## src/rtl/pipe_hazard_ctrl.sv

```systemverilog
// pipe_hazard_ctrl
//   Sequencing controller for the 8-bit five-stage pipeline. It produces the
//   per-stage load enables and the bubble/flush controls that handle four cases:
//   load-use stalls, taken-branch flushes, multi-cycle data-memory waits and HALT.
//   It also produces the EX operand forwarding selects.
//
//   Parameters
//     MEM_LAT  wait cycles added per data-memory access (0 = single-cycle memory)
//     CNT_W    wait counter width, MEM_LAT < 2**CNT_W
//
//   Ports
//     clk, rst                 clock (rising edge), asynchronous active-high reset
//     id_rs1/2, id_use1/2      source registers of the ID instruction and their use flags
//     ex_rs1/2                 source registers of the EX instruction (forwarding)
//     ex_memrd, ex_wreg        EX instruction is a load, and its destination
//     ex_br_taken              branch resolved taken in EX
//     mem_acc                  MEM instruction accesses data memory
//     mem_regwr, mem_wreg      MEM register write-back enable and destination
//     wb_regwr, wb_wreg        WB register write-back enable and destination
//     wb_halt                  HLT reached WB
//     pc_en .. memwb_bubble    stage enables and bubble/flush controls
//     fwd_a, fwd_b             0 = regfile, 1 = MEM ALU result, 2 = WB write data
//     state                    0 = RUN, 1 = WAIT, 2 = HALT
//     stall_cyc, flush_cnt     performance counters
//
//   Optional feature macro: PIPE_HAZARD_CTRL_PERF_EN
//     When it is defined, the saturating stall-cycle and flush counters are built.
//     When it is not defined, both counter outputs are tied to zero.

module pipe_hazard_ctrl #(
  parameter int MEM_LAT = 2,
  parameter int CNT_W   = 4
) (
  input  logic        clk,
  input  logic        rst,
  input  logic [2:0]  id_rs1,
  input  logic [2:0]  id_rs2,
  input  logic        id_use1,
  input  logic        id_use2,
  input  logic [2:0]  ex_rs1,
  input  logic [2:0]  ex_rs2,
  input  logic        ex_memrd,
  input  logic [2:0]  ex_wreg,
  input  logic        ex_br_taken,
  input  logic        mem_acc,
  input  logic        mem_regwr,
  input  logic [2:0]  mem_wreg,
  input  logic        wb_regwr,
  input  logic [2:0]  wb_wreg,
  input  logic        wb_halt,
  output logic        pc_en,
  output logic        ifid_en,
  output logic        ifid_flush,
  output logic        idex_en,
  output logic        idex_bubble,
  output logic        exmem_en,
  output logic        memwb_bubble,
  output logic [1:0]  fwd_a,
  output logic [1:0]  fwd_b,
  output logic [1:0]  state,
  output logic [15:0] stall_cyc,
  output logic [15:0] flush_cnt
);

  typedef enum logic [1:0] {
    ST_RUN  = 2'd0,
    ST_WAIT = 2'd1,
    ST_HALT = 2'd2
  } state_t;

  // The freeze cycle in RUN is the first stall cycle. WAIT therefore covers
  // the remaining MEM_LAT-1 cycles.
  localparam logic [CNT_W-1:0] CNT_LOAD = CNT_W'((MEM_LAT > 0) ? MEM_LAT - 1 : 0);

  state_t           state_q, state_d;
  logic [CNT_W-1:0] cnt_q, cnt_d;
  logic             served_q, served_d;

  logic mem_start;
  logic freeze;
  logic hazard;
  logic branch;
  logic load_use;

  // Hazard classification. The priority order is freeze, then branch, then load-use.
  // A load-use hazard that coincides with a taken branch is dropped, because
  // its consumer is flushed anyway.
  always_comb begin
    mem_start = (state_q == ST_RUN) && mem_acc && !served_q && (MEM_LAT > 0);
    freeze    = (state_q == ST_WAIT) || mem_start;
    hazard    = ex_memrd && ((id_use1 && (id_rs1 == ex_wreg)) ||
                             (id_use2 && (id_rs2 == ex_wreg)));
    branch    = (state_q == ST_RUN) && !freeze && ex_br_taken;
    load_use  = (state_q == ST_RUN) && !freeze && !ex_br_taken && hazard;
  end

  // Stage controls are combinational. They follow the current state and the
  // live inputs, so the RUN values are visible during reset as well.
  always_comb begin
    pc_en        = 1'b1;
    ifid_en      = 1'b1;
    ifid_flush   = 1'b0;
    idex_en      = 1'b1;
    idex_bubble  = 1'b0;
    exmem_en     = 1'b1;
    memwb_bubble = 1'b0;
    if (state_q == ST_HALT || freeze) begin
      pc_en        = 1'b0;
      ifid_en      = 1'b0;
      idex_en      = 1'b0;
      exmem_en     = 1'b0;
      memwb_bubble = 1'b1;
    end else if (branch) begin
      ifid_flush  = 1'b1;
      idex_bubble = 1'b1;
    end else if (load_use) begin
      pc_en       = 1'b0;
      ifid_en     = 1'b0;
      idex_bubble = 1'b1;
    end
  end

  // Forwarding covers all eight registers, because r0 is not hardwired to zero.
  // The younger MEM result takes priority over WB.
  always_comb begin
    fwd_a = 2'd0;
    fwd_b = 2'd0;
    if (mem_regwr && (mem_wreg == ex_rs1))     fwd_a = 2'd1;
    else if (wb_regwr && (wb_wreg == ex_rs1))  fwd_a = 2'd2;
    if (mem_regwr && (mem_wreg == ex_rs2))     fwd_b = 2'd1;
    else if (wb_regwr && (wb_wreg == ex_rs2))  fwd_b = 2'd2;
  end

  // Next-state logic. The served flag stops the access that was just waited
  // for from freezing the pipe again. It clears when EX/MEM next advances.
  always_comb begin
    state_d  = state_q;
    cnt_d    = cnt_q;
    served_d = served_q;
    if (exmem_en) served_d = 1'b0;
    case (state_q)
      ST_RUN: begin
        if (mem_start) begin
          if (MEM_LAT == 1) begin
            served_d = 1'b1;
          end else begin
            state_d = ST_WAIT;
            cnt_d   = CNT_LOAD;
          end
        end
      end
      ST_WAIT: begin
        if (cnt_q <= CNT_W'(1)) begin
          state_d  = ST_RUN;
          cnt_d    = '0;
          served_d = 1'b1;
        end else begin
          cnt_d = cnt_q - CNT_W'(1);
        end
      end
      ST_HALT: state_d = ST_HALT;
      default: state_d = ST_RUN;
    endcase
    if (wb_halt) state_d = ST_HALT;
  end

  always_ff @(posedge clk or posedge rst) begin
    if (rst) begin
      state_q  <= ST_RUN;
      cnt_q    <= '0;
      served_q <= 1'b0;
    end else begin
      state_q  <= state_d;
      cnt_q    <= cnt_d;
      served_q <= served_d;
    end
  end

  assign state = state_q;

`ifdef PIPE_HAZARD_CTRL_PERF_EN
  logic [15:0] stall_cyc_q, stall_cyc_d;
  logic [15:0] flush_cnt_q, flush_cnt_d;

  // Both counters saturate, so that a long run cannot wrap them back to small values.
  always_comb begin
    stall_cyc_d = stall_cyc_q;
    flush_cnt_d = flush_cnt_q;
    if ((freeze || load_use) && (stall_cyc_q != 16'hFFFF))
      stall_cyc_d = stall_cyc_q + 16'd1;
    if (branch && (flush_cnt_q != 16'hFFFF))
      flush_cnt_d = flush_cnt_q + 16'd1;
  end

  always_ff @(posedge clk or posedge rst) begin
    if (rst) begin
      stall_cyc_q <= '0;
      flush_cnt_q <= '0;
    end else begin
      stall_cyc_q <= stall_cyc_d;
      flush_cnt_q <= flush_cnt_d;
    end
  end

  assign stall_cyc = stall_cyc_q;
  assign flush_cnt = flush_cnt_q;
`else
  assign stall_cyc = 16'd0;
  assign flush_cnt = 16'd0;
`endif

endmodule

```

## config.mk

```make
export PLATFORM = sky130hd
export DESIGN_NAME = pipe_hazard_ctrl
export DESIGN_NICKNAME = d
export VERILOG_FILES = /design/src/rtl/pipe_hazard_ctrl.sv
export SDC_FILE = /design/constraint.sdc
export NUM_CORES = 1
export LEC_CHECK = 0
export ABC_AREA = 1
export CAP_MARGIN = 20
export CORE_MARGIN = 5
export CORE_UTILIZATION = 33
export CTS_CLUSTER_SIZE = 25
export DETAILED_ROUTE_END_ITERATION = 7
export PLACE_DENSITY = 0.8
export SLEW_MARGIN = 20
export SYNTH_ARGS = -nofsm -noshare
export SYNTH_HDL_FRONTEND = slang
export SYNTH_SLANG_ARGS = --single-unit
export TNS_END_PERCENT = 50
```

## constraint.sdc

```tcl
create_clock -name clk -period 1.45 [get_ports clk]
set_input_delay 0.29 -clock clk [delete_from_list [all_inputs] [get_ports clk]]
set_output_delay 0.29 -clock clk [all_outputs]
set_load 0.05 [all_outputs]
```

==> metrics.cfg, run 1 <==
[outcome]
outcome=complete, but fails checks
violations=negative setup slack

[timing]
min_period_over_period=1.18
tns_ns=-1.57
hold_viol=0
maxSlewViolCount=0
setup_viol=9
fin_crit_ns=1.71
fin_worst_skew_ns=0.00692
clock.fmax_mhz=585
rsz0062_at_grt=true
setup_slack_ns=-0.260

[setup_path]
crit_start=served_q
crit_arrival_ns=1.42
worstPathRequired_ns=1.16
end_kind=primary output
worst-setup-path-type=register to primary output
worst_setup_path_start_kind=register
r2r-start=cnt_q[0]
path_max_fanout=3

[placed_design]
dp_hpwl_mm=2.12
io_buffers=43
placed_cell_area_mm2=0.00153
gp_congestion=0.851

[layout]
fill_cells=275
area_delta_synth_final_pct=63.2
multiInputGateArea_um2=634
stdcell_area_mm2=0.00158
antennaDiodeCount=0
num-nets-final=236
drive_gt1_frac=0.317
regArea_um2=179

[clock_network]
clk_latency_ns=0.26
cts_max_path_buffers=2
root_buffer=clkbuf_4
numCtsBuffers=3
clk_pin_slew_ns=0.06
cts_sinks=7
cts_tree=built
htreeDepth=1

[global_route]
grt_usage=0.109
grt_overflow_total=0
grt_first_pass_wirelength_mm=3.68
antenna_found_initial=0
grt_max_degree=8
first_global_vias=925

[routing]
drt-total-wl_mm=2.37
ant_nets=0
viasPerCell=4.13
drc=0
drtIter0Drc=23
first_pass_iters=4
wl_per_cell_um=10.2
route.vias.total=962

[floorplanning]
ioPinCount=76
initial_core_util=0.347
die_h_um=64.1
die_area_mm2=0.00411
die_w_um=64.1
core_mm2=0.00278
num_rows=19

[flow_run]
drv_cap=0

[synth]
netlist.area_leader.share=0.264
syn_inst=147
synth.top_cells.by_count=34 x buf_4, 32 x nand2_1, 23 x inv_1
async_flop_share=1.00
synth_flop_cell=dfrtp_1
synth.avg_cell_area_um2=6.57
synth_largest_area_cell=buf_4
syn-cell-area_um2=966
seq_area_frac_synth=0.181
synth_most_common_cell=buf_4
ys_warn_count=0
synth_edf_count=0
synthDistinctLibCells=23
synth_area_leaders=buf_4 26%, dfrtp_1 18%, nand2_1 12%, inv_1 8.9%, xnor2_1 7.3%
ys_ff_latch=7

[pwr]
power.density_mw_per_mm2=527
peakVddDrop_uv=644
power_uw=830
p_leak_nw=0.839

[worst_hold_path]
min_path_type=primary input to asynchronous set/reset pin

-- worst max-delay path: stages, from the launching register on --
cell     delay (ns)
dfrtp_2        0.44
o21ai_2        0.28
nor2_4         0.07
a21oi_4        0.20
buf_12         0.17
-- layout make-up --
cell class / count / share of cell area
Clock buffer: 3 / 0.0143
Clock inverter: 1 / 0.00317
Inverter: 24 / 0.0595
Multi-Input combinational cell: 113 / 0.402
Sequential cell: 7 / 0.113
Tap cell: 31 / 0.0246
Timing Repair Buffer: 54 / 0.383
-- kinds of logic after synthesis --
| group | after synthesis | synth area share |
|---|---|---|
| AOI/OAI and AO/OA | 15 | 0.105 |
| and+or+nand+nor | 54 | 0.236 |
| adders and majority gates | 2 | 0.0259 |
| DFF | 7 | 0.181 |
| other | 1 | 0.00388 |
| xor gates and xnor gates | 10 | 0.0907 |
| buffers and inverters | 58 | 0.358 |
-- routing by layer --
layer	track usage	part of all wire	vias up
li1	-	-	495
met1	0.109	0.33	421
met2	0.214	0.57	41
met3	0.0245	0.081	5
met4	0.0458	0.023	0
met5	0	0	-
-- final timing paths --
check                      endpoint  slack (ns)  cells past startpoint
max                           pc_en       -0.26                      4
min                        cnt_q[0]        0.25                      2
max reg2reg                cnt_q[0]        0.20                      7
min reg2reg                cnt_q[3]        0.54                      2
max in group asynchronous  state[1]        0.96                      2
min in group clk           cnt_q[3]        0.54                      2
-- power breakdown --
part / leakage [nW] / switching [mW] / internal [mW] / total, mW
clock: 0.0177 / 0.0797 / 0.101 / 0.181
combinational: 0.747 / 0.298 / 0.127 / 0.426
sequential: 0.0749 / 0.0139 / 0.210 / 0.224
-- repair_timing --
action / 4_1_cts / 5_1_grt
hold buffers: 0 / 0
endpoints found under the setup margin: 11 / 11
buffers inserted: 2 / 1
pin swaps: 14 / 6
gates resized for setup: 55 / 7
cloned: 0 / 0
-- cells in the final DEF, fill, tap and decap left out, drive strengths merged --
cell type	count
clkdlybuf4s15	3
clkinv	1
ha	2
clkinvlp	1
o22ai	2
dlygate4sd2	14
o21ai	9
dfrtp	7
nor2	15
dlymetal6s2s	1
buf	28
nand4	2
xnor2	8
nand3	3
nor3	1
inv	23
o21bai	2
conb	32
a21oi	2
clkbuf	5
nand2	33
clkdlybuf4s50	6
xor2	2
-- registers in the layout, summed over array words and instances, names as in the netlist --
| register | cells |
|---|---|
| state | 2 |
| served_q | 1 |
| cnt_q | 4 |
-- through the flow --
step | utilization | cells | setup WS (ns) | hold slack [ns]
after detailed placement | 0.548 | 226 | -0.386 | 0.534
after global routing | 0.567 | 233 | -0.324 | 0.275
after CTS | 0.566 | 232 | -0.264 | 0.253
after global placement | 0.548 | 226 | -0.368 | 0.516
after floorplan | - | 178 | -0.609 | 0.0933
final | 0.567 | 233 | -0.260 | 0.253
Note: power is estimated with default switching activity, not from simulation.
==> run 2: changes to the inputs <==
- CORE_UTILIZATION: 33 -> 34
- CTS_BUF_LIST: default -> sky130_fd_sc_hd__clkbuf_8
- PLACE_DENSITY: 0.8 -> 0.82
==> run 2 against run 1 <==
  * The flow still finishes with violations (negative setup slack)
  * Global-route usage rose by 1.3 points
  * Worst hold slack improved by 0.028 ns
  * Critical endpoint is now idex_en
  * Clock power rose by 58%
  * Final cell count rose by 1.3%
  * Largest cell class is now buffers
  * Clock-buffer cell count did not move
  * Core utilization rose by 3.0 points
  * Total power rose by 12%
  * Sequential power barely moved
  * Via count rose by 0.10%
==> metrics.cfg, run 2 (synthesis gave the netlist of run 1 again) <==
[clock_network]
numCtsBuffers=3  ; unchanged
cts_tree=built
root_buffer=clkbuf_8
cts_max_path_buffers=2  ; unchanged
cts_sinks=7  ; unchanged
htreeDepth=1  ; unchanged
ctsHoldBuffers=0  ; unchanged
clk_pin_slew_ns=0.05  ; about the same
clk_latency_ns=0.24  ; -0.02 ns

[setup_path]
crit_start=state[0]
crit_arrival_ns=1.39  ; -0.03 ns
cp_top_family=buffers and inverters
path_max_fanout=4  ; +1
end_kind=primary output
reg2regPathDepth=7  ; unchanged
r2r-start=cnt_q[0]
worstPathRequired_ns=1.16  ; about the same
cp_num_cells=4  ; unchanged
slowest_stage=dfrtp_2
worst-setup-path-type=register to primary output
cp.buffers_inverters=3  ; +2
worst_setup_path_start_kind=register
crit_path_max_incr_delay_ns=0.45  ; about the same
worstPathCellList=buf_6, o21ai_4, clkinvlp_4, buf_12

[layout]
drive_gt1_frac=0.302  ; -0.0144
antennaDiodeCount=0  ; unchanged
fill_cells=255  ; -7.3%
fin_cells=236  ; +1.3%
layout.cells.most_common=conb_1
num-nets-final=239  ; +1.3%
largest_register_ff_count=4  ; unchanged
top_register=cnt_q
area_delta_synth_final_pct=68.8
multiInputGateArea_um2=629  ; -0.79%
regArea_um2=178  ; -0.70%
final_cell_mix=32 x conb_1, 29 x nand2_1, 17 x dlygate4sd2_1

[pwr]
peakVddDrop_uv=590  ; -8.4%
power_frac_clock=0.306  ; +0.088
p_sw_uw=411  ; +4.8%
p_comb_frac=0.454  ; -0.059
p_leak_nw=0.859  ; +2.4%
switching_share=0.440  ; -0.0320
p_int_uw=523  ; +19%
power.density_mw_per_mm2=572  ; +8.7%
power_uw=933  ; +12%
seq_power_share=0.240  ; -0.030

[outcome]
outcome=complete, but fails checks
violations=negative setup slack

[global_route]
first_global_vias=969  ; +4.8%
antenna_found_initial=0  ; unchanged
grt_overflow_total=0  ; unchanged
grt_usage=0.123  ; +0.0134
grt_max_degree=8  ; unchanged
grt_first_pass_wirelength_mm=4.02  ; +9.2%

[placed_design]
gp_congestion=0.785  ; -7.8%
io_buffers=43  ; unchanged
dp_hpwl_mm=2.16  ; +2.0%
dp_cells=228  ; +0.88%

[timing]
setup_viol=9  ; unchanged
min_period_over_period=1.16  ; -0.0193
fin_worst_skew_ns=0.00740  ; +0.000475 ns
fin_crit_ns=1.68  ; -0.0280 ns
tns_ns=-1.47  ; +0.0987 ns
maxSlewViolCount=0  ; unchanged
hold_viol=0  ; unchanged
clock.fmax_mhz=595  ; +1.7%
setup_slack_ns=-0.232  ; +0.0280 ns
rsz0062_at_grt=true

[floorplanning]
die_w_um=63.3  ; -1.2%
ioPinCount=76  ; unchanged
die_h_um=63.3  ; -1.2%
core_mm2=0.00273  ; -1.7%
initial_core_util=0.353  ; +0.00604
num_rows=19  ; unchanged
die_area_mm2=0.00401  ; -2.5%

[routing]
drtIter0Drc=26  ; +13%
drc=0  ; unchanged
ant_nets=0  ; unchanged
viasPerCell=4.08  ; -1.2%
wl_per_cell_um=10.5  ; +3.0%
route.vias.total=963  ; +0.10%
first_pass_iters=4  ; unchanged
drt-total-wl_mm=2.47  ; +4.3%

[flow_run]
drv_cap=0  ; unchanged

[worst_hold_path]
min_path_type=primary input to asynchronous set/reset pin

[run 2: cell count changes in the layout (fill, tap and decap cells not counted), sizes merged]
cell and delta:
clkdlybuf4s15 +1, clkdlybuf4s50 -1, dlygate4sd2 +3
[run 2: layer usage]
layer  GRT usage  wire length, um  vias to the layer above
met5           0                0                        -
met1       0.119              841                      430
met3      0.0320              194                        3
met4      0.0494               31                        0
li1            -                -                      498
met2       0.241             1400                       32
[run 2: cell type report]
class,instances,area share
repair buffers,57,0.392
clock buffers,3,0.0253
inverters,24,0.0606
flip-flops and latches,7,0.109
multi-input cells,113,0.386
well taps,31,0.0238
clock inverters,1,0.00307
[run 2: path summary, 6_finish.rpt]
| path | end | slack, ns |
|---|---|---|
| worst min register to register | cnt_q[0] | 0.55 |
| max in group asynchronous | state[1] | 0.93 |
| worst max-delay path | idex_en | -0.23 |
| worst max register to register | cnt_q[0] | 0.19 |
| min in group clk | cnt_q[0] | 0.55 |
| worst min-delay path | cnt_q[1] | 0.28 |
[run 2: stage by stage]
stage / setup WS, ns / area (um2) / hold slack, ns / util
after floorplan: -0.609 / 1130 / 0.0933 / -
after global placement: -0.361 / 1540 / 0.512 / 0.563
after detailed placement: -0.397 / 1540 / 0.538 / 0.563
after CTS: -0.239 / 1630 / 0.291 / 0.595
after global routing: -0.296 / 1630 / 0.299 / 0.596
final: -0.232 / 1630 / 0.281 / 0.596
[run 2: repair_timing]
item | 4_1_cts | 5_1_grt
setup buffers | 2 | 2
pin swaps | 17 | 6
resized for setup | 51 | 6
endpoints found under the setup margin | 11 | 11
[run 2: power groups by stage]
stage	Combinational, mW	Clock [mW]	Sequential [mW]
final	0.424	0.286	0.224
after global routing	0.452	0.313	0.226
after CTS	0.422	0.292	0.224
after detailed placement	0.435	0	0.225
after global placement	0.427	0	0.224
after floorplan	0.364	0	0.222
